## src/rtl/spi_slave_if.sv

```systemverilog
// SPI slave front-end: deserialises {opcode, payload} frames for the RAM and shifts read data out on MISO.
// Optional abort reporting output frame_err is enabled by defining SPI_FRAME_ERR_EN.
module spi_slave_if #(
  parameter int ADDR_SIZE = 8
) (
  input  logic                 clk,
  input  logic                 rst_n,
  input  logic                 SS_n,
  input  logic                 MOSI,
  output logic                 MISO,
  output logic [ADDR_SIZE+1:0] rx_data,
  output logic                 rx_valid,
  input  logic [ADDR_SIZE-1:0] tx_data,
  input  logic                 tx_valid
`ifdef SPI_FRAME_ERR_EN
  ,
  output logic                 frame_err
`endif
);
  localparam int FW = ADDR_SIZE + 2;
  localparam int CW = $clog2(FW + 1);
  localparam int TW = $clog2(ADDR_SIZE + 1);

  typedef enum logic [2:0] {IDLE, CHK_CMD, WRITE, READ_ADD, READ_DATA} state_t;
  state_t state_reg, state_next;

  logic [CW-1:0]        bit_cnt_reg;
  logic [FW-2:0]        rx_shift_reg;
  logic [FW-1:0]        rx_data_reg;
  logic                 rx_valid_reg;
  logic                 rd_addr_seen_reg;
  logic [ADDR_SIZE-1:0] tx_shift_reg;
  logic [TW-1:0]        tx_cnt_reg;
  logic                 tx_busy_reg;
  logic                 tx_done_reg;
  logic                 miso_reg;

  logic          in_frame;
  logic          abort;
  logic          frame_done;
  logic          frame_last;
  logic          tx_start;
  logic [FW-1:0] frame_word;

  always_ff @(posedge clk) begin
    if (!rst_n) state_reg <= IDLE;
    else        state_reg <= state_next;
  end

  always_comb begin
    state_next = state_reg;
    in_frame   = (state_reg == WRITE) || (state_reg == READ_ADD) || (state_reg == READ_DATA);
    abort      = (state_reg != IDLE) && SS_n;
    frame_done = (bit_cnt_reg == CW'(FW));
    frame_last = in_frame && !SS_n && (bit_cnt_reg == CW'(FW - 1));
    frame_word = {rx_shift_reg, MOSI};
    // Read data is accepted only once the frame has been delivered, and only once per select.
    tx_start   = (state_reg == READ_DATA) && !SS_n && frame_done &&
                 !tx_busy_reg && !tx_done_reg && tx_valid;
    case (state_reg)
      IDLE:    if (!SS_n) state_next = CHK_CMD;
      CHK_CMD: begin
        if (SS_n)                  state_next = IDLE;
        else if (!MOSI)            state_next = WRITE;
        else if (rd_addr_seen_reg) state_next = READ_DATA;
        else                       state_next = READ_ADD;
      end
      default: if (SS_n) state_next = IDLE;
    endcase
  end

  always_ff @(posedge clk) begin
    if (!rst_n) begin
      bit_cnt_reg      <= '0;
      rx_shift_reg     <= '0;
      rx_data_reg      <= '0;
      rx_valid_reg     <= 1'b0;
      rd_addr_seen_reg <= 1'b0;
      tx_shift_reg     <= '0;
      tx_cnt_reg       <= '0;
      tx_busy_reg      <= 1'b0;
      tx_done_reg      <= 1'b0;
      miso_reg         <= 1'b0;
    end else begin
      rx_valid_reg <= 1'b0;
      if (abort || state_reg == IDLE) begin
        bit_cnt_reg  <= '0;
        rx_shift_reg <= '0;
        tx_shift_reg <= '0;
        tx_cnt_reg   <= '0;
        tx_busy_reg  <= 1'b0;
        tx_done_reg  <= 1'b0;
        miso_reg     <= 1'b0;
      end else begin
        if ((state_reg == CHK_CMD || in_frame) && !frame_done) begin
          bit_cnt_reg  <= bit_cnt_reg + 1'b1;
          rx_shift_reg <= {rx_shift_reg[FW-3:0], MOSI};
        end
        if (frame_last) begin
          rx_data_reg  <= frame_word;
          rx_valid_reg <= 1'b1;
          if (frame_word[FW-1:FW-2] == 2'b10)      rd_addr_seen_reg <= 1'b1;
          else if (frame_word[FW-1:FW-2] == 2'b11) rd_addr_seen_reg <= 1'b0;
        end
        if (tx_start) begin
          miso_reg     <= tx_data[ADDR_SIZE-1];
          tx_shift_reg <= tx_data << 1;
          tx_cnt_reg   <= TW'(ADDR_SIZE - 1);
          tx_busy_reg  <= 1'b1;
        end else if (tx_busy_reg) begin
          if (tx_cnt_reg == '0) begin
            miso_reg    <= 1'b0;
            tx_busy_reg <= 1'b0;
            tx_done_reg <= 1'b1;
          end else begin
            miso_reg     <= tx_shift_reg[ADDR_SIZE-1];
            tx_shift_reg <= tx_shift_reg << 1;
            tx_cnt_reg   <= tx_cnt_reg - 1'b1;
          end
        end
      end
    end
  end

`ifdef SPI_FRAME_ERR_EN
  logic err_reg;
  // An abort counts as an error only if it cuts a frame or a read byte short.
  always_ff @(posedge clk) begin
    if (!rst_n) err_reg <= 1'b0;
    else        err_reg <= abort && ((bit_cnt_reg != '0 && !frame_done) || tx_busy_reg);
  end
  assign frame_err = err_reg;
`endif

  assign MISO     = miso_reg;
  assign rx_data  = rx_data_reg;
  assign rx_valid = rx_valid_reg;
endmodule
```

## config.mk

```make
export PLATFORM = sky130hd
export DESIGN_NAME = spi_slave_if
export DESIGN_NICKNAME = d
export VERILOG_FILES = /design/src/rtl/spi_slave_if.sv
export SDC_FILE = /design/constraint.sdc
export NUM_CORES = 1
export LEC_CHECK = 0
export CAP_MARGIN = 20
export CORE_MARGIN = 3
export CORE_UTILIZATION = 55
export CTS_CLUSTER_SIZE = 40
export DETAILED_ROUTE_END_ITERATION = 8
export PLACE_DENSITY = 0.81
export REMOVE_ABC_BUFFERS = 1
export SETUP_SLACK_MARGIN = 0.4
export SYNTH_ARGS = -nofsm -noshare
export SYNTH_HDL_FRONTEND = slang
export SYNTH_SLANG_ARGS = --single-unit
```

## constraint.sdc

```tcl
create_clock -name clk -period 3.9 [get_ports clk]
set_input_delay 0.39 -clock clk [delete_from_list [all_inputs] [get_ports clk]]
set_output_delay 0.39 -clock clk [all_outputs]
set_load 0.05 [all_outputs]
```

==> flow_metrics.py, run 1 <==
metrics = {
    "cts": {
        "ctsHoldBuffers": 0,
        "cts-buffers-inserted": 5,
        "cts_setup_buffers": 0,
        "h-tree-depth": 2,
        "cts_sinks": 42,
        "cts_buffer_depth": 2,
        "path_clk_slew_ns": 0.12,
        "clockRootBuffer": "clkbuf_4",
        "cts_tree": "yes",
        "insertion_delay_ns": 0.35,
        "cts_resized": 0,
    },
    "critical_path": {
        "end_kind": "flip-flop",
        "critPathKind": "reg2reg",
        "cp.required_ns": 4.20,
        "start_kind": "flip-flop",
        "crit_arrival_ns": 2.44,
        "rr_worst_depth": 6,
        "crit_fanout": 16,
    },
    "floorplanning": {
        "start_util": 0.602,
        "core_sq_mm": 0.00288,
        "die_height_um": 62.1,
        "dieWidth_um": 62.1,
        "die_area_sq_mm": 0.00386,
        "ioPinCount": 25,
        "rows": 19,
    },
    "pwr": {
        "internal-power_uw": 666,
        "combinationalPowerShare": 0.043,
        "power.share.clock": 0.431,
        "cellPowerDensity_mw_per_mm2": 391,
        "total_power_uw": 821,
        "p_sw_uw": 156,
        "p_seq_frac": 0.527,
        "ir_drop_uv": 402,
        "power_leakage_uw": 0.000808,
        "swShare": 0.190,
    },
    "timing": {
        "hold_viol": 0,
        "rsz0062_at_grt": "no",
        "fmax_mhz": 467,
        "min_period_ns": 2.14,
        "slew_headroom": 0.467,
        "worst_slew_pin_slew_ns": 0.798,
        "finClkSkew_ns": 0.0131,
        "setup_viol": 0,
        "maxSlewViolCount": 0,
        "min_period_over_period": 0.549,
        "setup_tns_ns": 0,
    },
    "synthesis": {
        "ys_top_cells_by_area": "dfxtp_1 49%, mux2i_1 11%, nor2_1 6.5%",
        "synth.top_cell.area_share": 0.486,
        "netlist_area_sq_mm": 0.00173,
        "ys_ff_latch": 42,
        "netlist_instances": 187,
        "yosys_warnings": 0,
        "synth_top_cell_by_area": "dfxtp_1",
        "syn_area_per_cell_sq_um": 9.25,
        "ys_seq_area_frac": 0.486,
        "synth_cell_types": 37,
    },
    "final_layout": {
        "antenna_cells": 0,
        "final_area_sq_mm": 0.00210,
        "area_delta_synth_final_pct": 21.3,
        "largest_reg_flops": 10,
        "drive_above_1_share": 0.0711,
        "nNetsFinal": 227,
    },
    "detailed_routing": {
        "drt-total-wl_mm": 3.38,
        "num_vias": 1383,
        "drc_errors": 0,
        "drt_iter0_drc": 99,
        "drtAntennaViolNets": 0,
        "viasPerCell": 5.47,
        "firstDrtPassIters": 4,
        "post_drt_wl_per_cell_um": 13.4,
    },
    "min_path": {
        "hold_depth": 2,
        "min_path_type": "reg2reg",
    },
    "status": {
        "outcome": "completed",
    },
    "grt": {
        "grt_pass1_wl_mm": 5.62,
        "overflow": 0,
        "first_global_vias": 1229,
        "grt_max_degree": 28,
        "grt_usage": 0.200,
        "antenna_found_initial": 0,
    },
    "placed_design": {
        "portBuffers": 24,
        "dpl.hpwl_mm": 2.34,
        "gp_congestion": 0.780,
        "dpl_cell_area_sq_mm": 0.00199,
    },
    "flow_run": {
        "drv_cap": 0,
    },
}
## placed cells by master (no fill, tap or decap), types with 2 or more instances in the layout
master           synthesis  routed
dfxtp_1                 42      42
nand3_1                 10      10
nor3b_1                  2       2
a22oi_1                  6       6
o21ai_0                  3       3
nor3_1                   3       3
nand2b_1                 3       3
nand2_1                  9       9
bufinv_16                0       2
ha_1                     4       4
xnor2_1                  2       2
nand3b_1                 3       3
nor2_1                  30      30
mux2i_1                 19      19
clkdlybuf4s50_1          0      24
inv_1                    9       9
clkbuf_4                 0       5
a31oi_1                  4       4
a21oi_1                 12      12
## worst max-delay path, stage by stage (launching register included)
cell and delay (ns):
dfxtp_1 0.40, inv_1 0.09, ha_1 0.23, nand3b_1 0.09
nand3b_1 0.54, or4_1 0.68, nand2_1 0.07
## layer usage
layer,wire length [um],part of all wire,vias up,GRT usage
li1,-,-,693,-
met1,1480,0.44,656,0.251
met2,1670,0.49,27,0.315
met3,172,0.051,7,0.0764
met4,57,0.017,0,0.0697
met5,0,0,-,0
## power by group through the flow
stage / clock (uW) / sequential [uW] / combinational, uW
floorplan: 0 / 442 / 16.9
global placement: 0 / 442 / 33.8
detailed placement: 0 / 442 / 34.7
CTS: 361 / 433 / 35.2
global route: 381 / 433 / 37.9
finish: 354 / 433 / 35.2
## final cells by class
class | count | area (sq um)
fill | 225 | 777
clock buffer | 6 | 51.3
inverter | 9 | 33.8
sequential | 42 | 841
multi-input combinational | 127 | 813
tap | 42 | 52.6
clock inverter | 2 | 60.1
timing repair buffer | 25 | 248
## stage by stage
step                      setup slack [ns]  hold slack (ns)   util  std cells
after floorplan                       2.04            0.437      -        178
after CTS                             1.74            0.477  0.730        253
final                                 1.76            0.476  0.730        253
after global placement                1.79            0.455  0.691        245
after global routing                  1.58            0.497  0.730        253
after detailed placement              1.73            0.459  0.691        245
## worst paths after layout
check / start / end / slack, ns
worst min register to register: tx_shift_reg[7] / tx_shift_reg[7] / 0.48
worst max register to register: bit_cnt_reg[0] / bit_cnt_reg[3] / 1.76
worst max-delay path: bit_cnt_reg[0] / bit_cnt_reg[3] / 1.76
worst min-delay path: tx_shift_reg[7] / tx_shift_reg[7] / 0.48
## cell families after synthesis
logic type | after synthesis | share of synthesized area
buffers and inverters | 18 | 0.0441
multiplexers | 19 | 0.110
XOR/XNOR | 3 | 0.0152
AO/OA/AOI/OAI | 30 | 0.112
AND/OR/NAND/NOR | 71 | 0.204
adder cells (fa/ha/maj) | 4 | 0.0289
flip-flops | 42 | 0.486
## Yosys cell counts
master / number
nor2_1: 30
nor3_2: 1
and4_1: 1
nand2b_1: 3
buf_4: 1
nor4bb_1: 1
a31oi_1: 4
o21ai_0: 3
o221a_2: 1
dfxtp_1: 42
or3b_2: 1
buf_1: 1
mux2i_1: 19
ha_1: 4
or4_1: 1
buf_2: 4
a21oi_2: 1
nand3_1: 10
nand2_1: 9
o211ai_2: 1
a22oi_1: 6
xnor2_1: 2
or3_1: 1
inv_1: 9
o211ai_1: 1
xor2_1: 1
or2_2: 1
nand4_1: 1
nor2b_1: 1
or2_0: 1
clkbuf_1: 3
a221oi_1: 1
nand3b_1: 3
nand4b_1: 1
nor3_1: 3
nor3b_1: 2
a21oi_1: 12
Note: power is estimated with default switching activity, not from simulation.
==> inputs of run 2 (changes only) <==
--- a/config.mk
+++ b/config.mk
@@ -7,10 +7,10 @@
 export LEC_CHECK = 0
 export CAP_MARGIN = 20
 export CORE_MARGIN = 3
-export CORE_UTILIZATION = 55
+export CORE_UTILIZATION = 53
 export CTS_CLUSTER_SIZE = 40
 export DETAILED_ROUTE_END_ITERATION = 8
-export PLACE_DENSITY = 0.81
+export PLACE_DENSITY = 0.78
 export REMOVE_ABC_BUFFERS = 1
 export SETUP_SLACK_MARGIN = 0.4
 export SYNTH_ARGS = -nofsm -noshare
==> constraint.sdc (replaced) <==
create_clock -name clk -period 2.2 [get_ports clk]
set_input_delay 0.22 -clock clk [delete_from_list [all_inputs] [get_ports clk]]
set_output_delay 0.22 -clock clk [all_outputs]
set_load 0.05 [all_outputs]
==> flow_metrics.py, run 2 (synthesized netlist as in run 1, its figures left out) <==
metrics = {
    "status": {
        "outcome": "completed",
    },
    "timing": {
        "min_period_over_period": 0.785,
        "whs_ns": 0.423,
        "setup_ws_ns": 0.473,
        "slew_headroom": 0.619,
        "worst_slew_pin_slew_ns": 0.568,
        "rsz0062_at_grt": "yes",
        "setup_tns_ns": 0,
        "maxSlewViolCount": 0,
        "hold_viol": 0,
        "min_period_ns": 1.73,
        "setup_viol": 0,
        "fmax_mhz": 579,
        "finClkSkew_ns": 0.00637,
    },
    "critical_path": {
        "crit_arrival_ns": 1.51,
        "slowest_stage": "clkdlybuf4s50_1",
        "cp_top_family": "buffers and inverters",
        "critPathKind": "reg2out",
        "cp.required_ns": 1.98,
        "crit_fanout": 2,
        "start_kind": "flip-flop",
        "worstPathCellList": "clkdlybuf4s50_1",
        "path_buf_inv": 1,
        "end_kind": "output port",
        "max_stage_delay_ns": 0.81,
    },
    "grt": {
        "grtUsageMet3": 0.0570,
        "grt_max_degree": 27,
        "grt_usage": 0.177,
        "antenna_found_initial": 0,
        "first_global_vias": 1308,
        "grt_pass1_wl_mm": 5.68,
        "globalRouteMet2Util": 0.292,
        "use_met1": 0.223,
        "top_usage_layer": "met2",
        "overflow": 0,
    },
    "detailed_routing": {
        "post_drt_wl_per_cell_um": 12.6,
        "drc_errors": 0,
        "drt_iter0_drc": 67,
        "drt-total-wl_mm": 3.27,
        "viasPerCell": 5.37,
        "firstDrtPassIters": 4,
        "drtAntennaViolNets": 0,
        "num_vias": 1390,
    },
    "final_layout": {
        "regArea_sq_um": 841,
        "multi_input_area_sq_um": 833,
        "drive_above_1_share": 0.102,
        "num-fill-cells": 262,
        "nNetsFinal": 231,
        "area_delta_synth_final_pct": 22.5,
        "layout_common_cells": "42 x dfxtp_1, 30 x nor2_1, 24 x clkdlybuf4s50_1",
        "antenna_cells": 0,
        "fin_cells": 259,
        "largest_reg_flops": 10,
        "layout_commonest_cell": "dfxtp_1",
    },
    "floorplanning": {
        "ioPinCount": 25,
        "rows": 20,
        "core_sq_mm": 0.00308,
        "die_height_um": 63.1,
        "dieWidth_um": 63.1,
        "die_area_sq_mm": 0.00399,
        "start_util": 0.562,
    },
    "placed_design": {
        "dpl.cell_count": 249,
        "portBuffers": 24,
        "gp_congestion": 0.826,
        "pre_cts_slack_ns": 0.244,
        "dpl.hpwl_mm": 2.32,
    },
    "pwr": {
        "power_leakage_uw": 0.000804,
        "ir_drop_uv": 568,
        "cellPowerDensity_mw_per_mm2": 609,
        "total_power_uw": 1290,
    },
    "cts": {
        "cts_tree": "yes",
        "cts_buffer_depth": 2,
        "h-tree-depth": 2,
        "path_clk_slew_ns": 0.11,
        "insertion_delay_ns": 0.34,
        "clockRootBuffer": "clkbuf_4",
        "cts_sinks": 42,
        "cts-buffers-inserted": 5,
    },
    "flow_run": {
        "drv_cap": 0,
    },
    "min_path": {
        "min_path_type": "in2reg",
    },
}
==> run 2: changes by cell type in the layout (fill, tap and decap cells not counted), sizes merged <==
cell	change
bufinv	-2
clkbuf	+2
buf	+4
==> run 2: final timing paths <==
check | startpoint | endpoint | slack (ns) | cells past startpoint
worst max-delay path | rx_data[1] | rx_data[1] | 0.47 | 1
worst min register to register | tx_shift_reg[5] | tx_shift_reg[5] | 0.48 | 2
worst max register to register | tx_cnt_reg[0] | tx_shift_reg[4] | 0.55 | 6
worst min-delay path | tx_data[0] | tx_shift_reg[1] | 0.42 | 3
==> run 2: area by class of cell <==
| class | count | area share |
|---|---|---|
| timing repair buffer | 29 | 0.131 |
| multi-input combinational | 127 | 0.393 |
| tap | 44 | 0.0260 |
| sequential | 42 | 0.397 |
| clock buffer | 8 | 0.0372 |
| inverter | 9 | 0.0159 |
==> run 2: metal layers <==
| metal | part of all wire | vias up |
|---|---|---|
| met5 | 0 | - |
| met4 | 0.010 | 0 |
| met3 | 0.054 | 5 |
| met2 | 0.47 | 35 |
| met1 | 0.47 | 648 |
| li1 | - | 702 |
==> run 2: repair_timing <==
| action | CTS | global route |
|---|---|---|
| resized for setup | 1 | 4 |
| endpoints found under the setup margin | 7 | 23 |
| hold buffers | 0 | 0 |
| buffers inserted | 0 | 2 |
| endpoints found under the hold margin | 0 | 0 |
==> run 2: stage by stage <==
stage / area, sq um / utilization
finish: 2120 / 0.689
global route: 2120 / 0.689
CTS: 2090 / 0.678
detailed placement: 2010 / 0.652
global placement: 2010 / 0.652
floorplan: 1690 / -
==> run 2: where the power goes <==
part           internal, uW  switching, uW  total [uW]  leakage (uW)
registers               762           4.55         767      0.000338
clock network           219            236         455     0.0000446
logic                  37.0           31.3        68.3      0.000421
total                  1020            272        1290      0.000804
